[src/rtl/bk_pkg.sv]
// Shared types and defaults for the chunked Brent-Kung add/subtract controller.
// The slice helper keeps the chunk-to-bit-offset mapping in one place.
package bk_pkg;

    localparam int BK_CHUNK_W = 8;
    localparam int BK_NCHUNK  = 4;

    typedef enum logic [1:0] {
        ST_IDLE = 2'd0,
        ST_RUN  = 2'd1,
        ST_DONE = 2'd2
    } bk_state_e;

    function automatic int unsigned slice_lo(input int unsigned k, input int unsigned chunk_w);
        return k * chunk_w;
    endfunction

endpackage

[src/rtl/bk_slice_adder.sv]
// Combinational W-bit Brent-Kung adder with carry-in and carry-out.
// Carry-in is folded into bit 0's generate so the prefix tree yields carries directly.
module bk_slice_adder #(
    parameter int W = 8
) (
    input  logic [W-1:0] a_i,
    input  logic [W-1:0] b_i,
    input  logic         cin_i,
    output logic [W-1:0] sum_o,
    output logic         cout_o
);

    localparam int TOP_D = (W > 1) ? (2 ** ($clog2(W) - 1)) : 1;

    // {g, p} pair per bit position
    function automatic logic [1:0] pg_cell(input logic a, input logic b);
        return {a & b, a ^ b};
    endfunction

    function automatic logic [1:0] black_cell(input logic [1:0] hi, input logic [1:0] lo);
        return {hi[1] | (hi[0] & lo[1]), hi[0] & lo[0]};
    endfunction

    function automatic logic gray_cell(input logic [1:0] hi, input logic [1:0] lo);
        return hi[1] | (hi[0] & lo[1]);
    endfunction

    logic [1:0]   pg [W];
    logic [W-1:0] p_bit;

    always_comb begin
        for (int i = 0; i < W; i++) begin
            pg[i]    = pg_cell(a_i[i], b_i[i]);
            p_bit[i] = pg[i][0];
        end
        pg[0][1] = gray_cell(pg[0], {cin_i, 1'b0});

        for (int d = 1; d < W; d = d * 2) begin
            for (int i = 2 * d - 1; i < W; i = i + 2 * d) begin
                pg[i] = black_cell(pg[i], pg[i - d]);
            end
        end

        // down-sweep fills in the prefixes the up-sweep skipped
        for (int d = TOP_D; d >= 1; d = d / 2) begin
            for (int i = 3 * d - 1; i < W; i = i + 2 * d) begin
                pg[i][1] = gray_cell(pg[i], pg[i - d]);
            end
        end

        sum_o[0] = p_bit[0] ^ cin_i;
        for (int i = 1; i < W; i++) begin
            sum_o[i] = p_bit[i] ^ pg[i - 1][1];
        end
        cout_o = pg[W - 1][1];
    end

endmodule

[src/rtl/bk_chunked_add_ctrl.sv]
// Sequences a wide add/subtract through one narrow Brent-Kung slice, LSB chunk first,
// with the inter-slice carry held in a single flop.
//
//   state   | meaning
//   --------+-----------------------------------------------------------
//   IDLE    | waiting for an operand request, in_ready high
//   RUN     | one chunk per cycle through the slice adder
//   DONE    | result and cout held with out_valid until consumer takes it
module bk_chunked_add_ctrl
    import bk_pkg::*;
#(
    parameter  int CHUNK_W = BK_CHUNK_W,
    parameter  int NCHUNK  = BK_NCHUNK,
    localparam int TOTAL_W = CHUNK_W * NCHUNK,
    localparam int CNT_W   = $clog2(NCHUNK)
) (
    input  logic               clk,
    input  logic               rst,
    input  logic               in_valid,
    output logic               in_ready,
    input  logic [TOTAL_W-1:0] op_a,
    input  logic [TOTAL_W-1:0] op_b,
    input  logic               sub,
    input  logic               cin,
    output logic               out_valid,
    input  logic               out_ready,
    output logic [TOTAL_W-1:0] sum,
    output logic               cout,
    output logic               busy
);

    if (NCHUNK < 2) begin : g_bad_nchunk
        $error("bk_chunked_add_ctrl: NCHUNK must be at least 2");
    end

    localparam logic [CNT_W-1:0] LAST_CHUNK = CNT_W'(NCHUNK - 1);

    bk_state_e          state_q, state_d;
    logic [CNT_W-1:0]   cnt_q, cnt_d;
    logic               carry_q, carry_d;
    logic [TOTAL_W-1:0] a_q, a_d;
    logic [TOTAL_W-1:0] b_q, b_d;
    logic [TOTAL_W-1:0] sum_q, sum_d;
    logic               cout_q, cout_d;

    logic [CHUNK_W-1:0] slice_a;
    logic [CHUNK_W-1:0] slice_b;
    logic [CHUNK_W-1:0] slice_sum;
    logic               slice_cout;
    logic               accept;

    assign slice_a = a_q[slice_lo(32'(cnt_q), CHUNK_W) +: CHUNK_W];
    assign slice_b = b_q[slice_lo(32'(cnt_q), CHUNK_W) +: CHUNK_W];

    bk_slice_adder #(
        .W (CHUNK_W)
    ) u_slice_adder (
        .a_i    (slice_a),
        .b_i    (slice_b),
        .cin_i  (carry_q),
        .sum_o  (slice_sum),
        .cout_o (slice_cout)
    );

    always_comb begin
        state_d  = state_q;
        cnt_d    = cnt_q;
        carry_d  = carry_q;
        a_d      = a_q;
        b_d      = b_q;
        sum_d    = sum_q;
        cout_d   = cout_q;
        in_ready = 1'b0;

        case (state_q)
            ST_IDLE: begin
                in_ready = 1'b1;
            end
            ST_RUN: begin
                carry_d = slice_cout;
                sum_d[slice_lo(32'(cnt_q), CHUNK_W) +: CHUNK_W] = slice_sum;
                if (cnt_q == LAST_CHUNK) begin
                    cout_d  = slice_cout;
                    state_d = ST_DONE;
                end else begin
                    cnt_d = cnt_q + CNT_W'(1);
                end
            end
            ST_DONE: begin
                // same-cycle handoff: a consumer taking the result frees the slot
                in_ready = out_ready;
                if (out_ready) begin
                    state_d = ST_IDLE;
                end
            end
            default: begin
                state_d = ST_IDLE;
            end
        endcase

        accept = in_valid && in_ready;
        if (accept) begin
            a_d     = op_a;
            b_d     = sub ? ~op_b : op_b;
            carry_d = sub | cin;
            cnt_d   = '0;
            state_d = ST_RUN;
        end
    end

    always_ff @(posedge clk) begin
        if (rst) begin
            state_q <= ST_IDLE;
            cnt_q   <= '0;
            carry_q <= 1'b0;
            a_q     <= '0;
            b_q     <= '0;
            sum_q   <= '0;
            cout_q  <= 1'b0;
        end else begin
            state_q <= state_d;
            cnt_q   <= cnt_d;
            carry_q <= carry_d;
            a_q     <= a_d;
            b_q     <= b_d;
            sum_q   <= sum_d;
            cout_q  <= cout_d;
        end
    end

    assign out_valid = (state_q == ST_DONE);
    assign busy      = (state_q != ST_IDLE);
    assign sum       = sum_q;
    assign cout      = cout_q;

endmodule

[config.mk]
export PLATFORM = sky130hd
export DESIGN_NAME = bk_chunked_add_ctrl
export DESIGN_NICKNAME = d
export VERILOG_FILES = /design/src/rtl/bk_pkg.sv /design/src/rtl/bk_slice_adder.sv /design/src/rtl/bk_chunked_add_ctrl.sv
export SDC_FILE = /design/constraint.sdc
export NUM_CORES = 1
export LEC_CHECK = 0
export BUFFER_PORTS_ARGS = -buffer_cell sky130_fd_sc_hd__buf_2
export CAP_MARGIN = 0
export CORE_MARGIN = 4
export CORE_UTILIZATION = 30
export DETAILED_ROUTE_END_ITERATION = 12
export PLACE_DENSITY = 0.46
export SYNTH_ARGS = -nofsm -noshare
export SYNTH_HDL_FRONTEND = slang
export SYNTH_SLANG_ARGS = --single-unit
export TNS_END_PERCENT = 30
[constraint.sdc]
create_clock -name clk -period 4.15 [get_ports clk]
set_input_delay 1.0375 -clock clk [delete_from_list [all_inputs] [get_ports clk]]
set_output_delay 1.0375 -clock clk [all_outputs]
set_load 0.01 [all_outputs]
==> impl_metrics.py <==
metrics = {
    "worst_hold_path": {
        "min_path_cells": 2,
        "worst_hold_path.endpoint": "a_q[26]",
        "min_path_type": "reg2reg",
        "hp-start": "a_q[26]",
    },
    "synthesis": {
        "synth_top_area_share_pct": 43.4,
        "synth_compound_area_share_pct": 15.6,
        "ys_ff_latch": 102,
        "synthMuxAreaShare_pct": 7.87,
        "synth_ff_type": "dfxtp_1",
        "netlist_area_sq_um": 4710,
        "synthAdderAreaFrac_pct": 5.31,
        "synth_edf_count": 0,
        "synth_most_common_cell": "dfxtp_1",
        "yosys.area_share.simple_pct": 16.4,
        "synthArstFlopShare_pct": 0,
        "synth.avg_cell_area_sq_um": 9.77,
        "syn_nets": 569,
        "syn_inst": 482,
        "synth_warnings": 0,
        "synth_top_family_by_area": "simple AND/OR/NAND/NOR gates",
        "synthXorXnorAreaFrac_pct": 6.70,
        "yosys.area.top_type": "dfxtp_1",
        "yosys-top-cells-count": "102 x dfxtp_1, 72 x nor2_1, 67 x nand2_1",
        "synthTopCellsByArea": "dfxtp_1 43%, mux4_2 7.7%, xnor2_1 6.3%",
        "yosysSeqAreaShare_pct": 43.4,
        "yosysUniqueCellTypes": 34,
    },
    "floorplanning": {
        "dieArea_sq_um": 17800,
        "start_util_pct": 30.7,
        "io_pins": 106,
        "core_sq_um": 15300,
        "rows": 45,
        "fp.dieW_um": 133,
        "die_height_um": 133,
    },
    "pwr": {
        "ir_drop_v": 0.000228,
        "leakage_nw": 2.32,
        "p_per_area_nw_per_um2": 424,
    },
    "sta": {
        "slew_violations": 0,
        "setup_viol_count_final": 0,
        "post-route-period-util_pct": 77.2,
        "max_freq_mhz": 312,
        "hold_viol_final": 0,
        "finalSetupTns_ns": 0,
        "slew_headroom_pct": 31.3,
        "clock_skew_ns": 0.00787,
        "fin_crit_ns": 3.20,
        "worst_pin_slew_ns": 1.03,
        "timing.final.ws_setup_ns": 0.948,
        "rsz0062_at_grt": "false",
    },
    "clock_network": {
        "postCtsSetupBuffers": 0,
        "cts_hold_buf": 0,
        "cts.clk_slew.worst_paths_ns": 0.07,
        "clock_path_buffers": 2,
        "htree_levels": 3,
        "cts_buffers": 9,
        "cts_tree": "done",
        "insertion_delay_ns": 0.36,
        "cts_resized": 0,
        "cts-root-buf": "clkbuf_16",
        "clock_sinks": 102,
    },
    "finish": {
        "num_antenna_cells": 0,
        "final_nets": 655,
        "drive_above_1_share_pct": 27.9,
        "syn2layout_area_growth_pct": 21.1,
    },
    "worst_setup_path": {
        "crit_fanout": 21,
        "reg2reg_from": "cnt_q[0]",
        "crit_path_start_kind": "register",
        "reg2regPathDepth": 11,
        "slowest_stage": "mux4_2",
        "slowest_delay_ns": 0.56,
        "crit_family": "adder cells",
        "cp.arrival_ns": 3.49,
        "reg2reg_slack_ns": 0.95,
        "end_kind": "register",
        "r2r-end": "sum[31]",
        "crit_type": "reg2reg",
        "crit_buf_inv": 2,
        "crit_chain": "buf_4 > mux4_2 > ha_1 > a21oi_1 > nand2_1 > inv_1 > o21ai_0 > fa_1 > xor2_1 > a22oi_1 > nor2_1",
        "critPathRequiredTime_ns": 4.44,
    },
    "detailed_routing": {
        "routed_via_density": 4.70,
        "vias": 3688,
        "firstDrtPassIters": 4,
        "ant_nets": 0,
        "drc": 0,
        "drt-total-wl_um": 12500,
        "drt_iter0_markers": 196,
        "wl_per_cell_um": 15.9,
    },
    "placement": {
        "place_hpwl_um": 9260,
        "globalplace.congestion": 0.753,
        "io_buffers": 105,
        "dp_slack_ns": 0.926,
    },
    "global_route": {
        "grt_max_degree": 100,
        "grt_pass1_wl_um": 19800,
        "busiest_layer": "met2",
        "grt_pass1_vias": 3637,
        "antenna_found_initial": 0,
        "use_met2_pct": 22.2,
        "met1_usage_pct": 19.4,
        "grt_usage_pct": 14.2,
        "gr-usage-met3_pct": 4.34,
        "overflow": 0,
    },
    "run_status": {
        "run_status": "complete, no violations",
    },
    "run": {
        "drv_cap": 0,
    },
}
cell usage in the layout (no fill, tap or decap), drive strengths merged, types with 2 or more instances in the layout:
cell	netlist	layout
nand3b	5	5
fa	5	5
nand2b	2	2
xnor2	34	34
buf	19	109
a22oi	33	33
nand2	67	67
dfxtp	102	102
ha	12	12
mux4	16	16
nor2	72	72
xor2	2	2
o21ai	2	2
a211oi	32	32
nor2b	2	2
nor4b	3	3
nor3	2	2
bufinv	0	3
inv	11	11
clkbuf	15	11
a21oi	37	37
flip-flops by register name (all words and copies together) (netlist names):
name     count
carry_q      1
b_q         32
state_q      2
cout         1
cnt_q        2
a_q         32
sum         32
per-stage QoR:
step                total power, mW  instance area (sq um)  hold slack, ns  instances  utilization (%)
floorplan                      1.34                   4710           0.433        482                -
global placement               1.46                   5350           0.444        768             35.0
detailed placement             1.46                   5350           0.445        768             35.0
CTS                            2.44                   5700           0.454        784             37.2
global route                   2.52                   5700           0.478        784             37.2
finish                         2.42                   5700           0.452        784             37.2
tightest hold or removal path, cell delays in order, from the launching register on:
cell,delay [ns]
dfxtp_1,0.31
nand2_1,0.05
a21oi_1,0.05
logic make-up (layout without fill, tap and decap cells):
logic type	Yosys count	count (layout)
compound gates	106	106
xor+xnor	36	36
fa+ha+maj	17	17
buf+inv	45	136
flops	102	102
mux	17	17
simple gates	159	159
routing by layer:
layer	part of all wire, %	vias up
met5	0	-
met4	1.1	0
met3	5.3	14
met2	46	90
met1	47	1740
li1	-	1844
final cells by class:
type                       count  area (sq um)
fill                        1622          9610
multi-input combinational    335          2450
sequential                   102          2040
inverter                      11          41.3
tap                          211           264
timing repair buffer         109           558
clock inverter                 5           106
clock buffer                  11           243
worst max path at each step:
stage / startpoint / depth (start not counted) / endpoint
floorplan: cnt_q[0] / 14 / sum[31]
global placement: cnt_q[0] / 11 / sum[7]
detailed placement: cnt_q[0] / 11 / sum[31]
CTS: cnt_q[0] / 11 / sum[31]
global route: cnt_q[0] / 11 / sum[23]
finish: cnt_q[0] / 11 / sum[31]
report_power, final:
group | switching [mW] | total, mW | internal (mW)
Sequential | 0.0397 | 1.07 | 1.03
Combinational | 0.211 | 0.359 | 0.148
Clock | 0.376 | 0.983 | 0.607
Total | 0.627 | 2.42 | 1.79
Note: power is estimated with default switching activity, not from simulation.
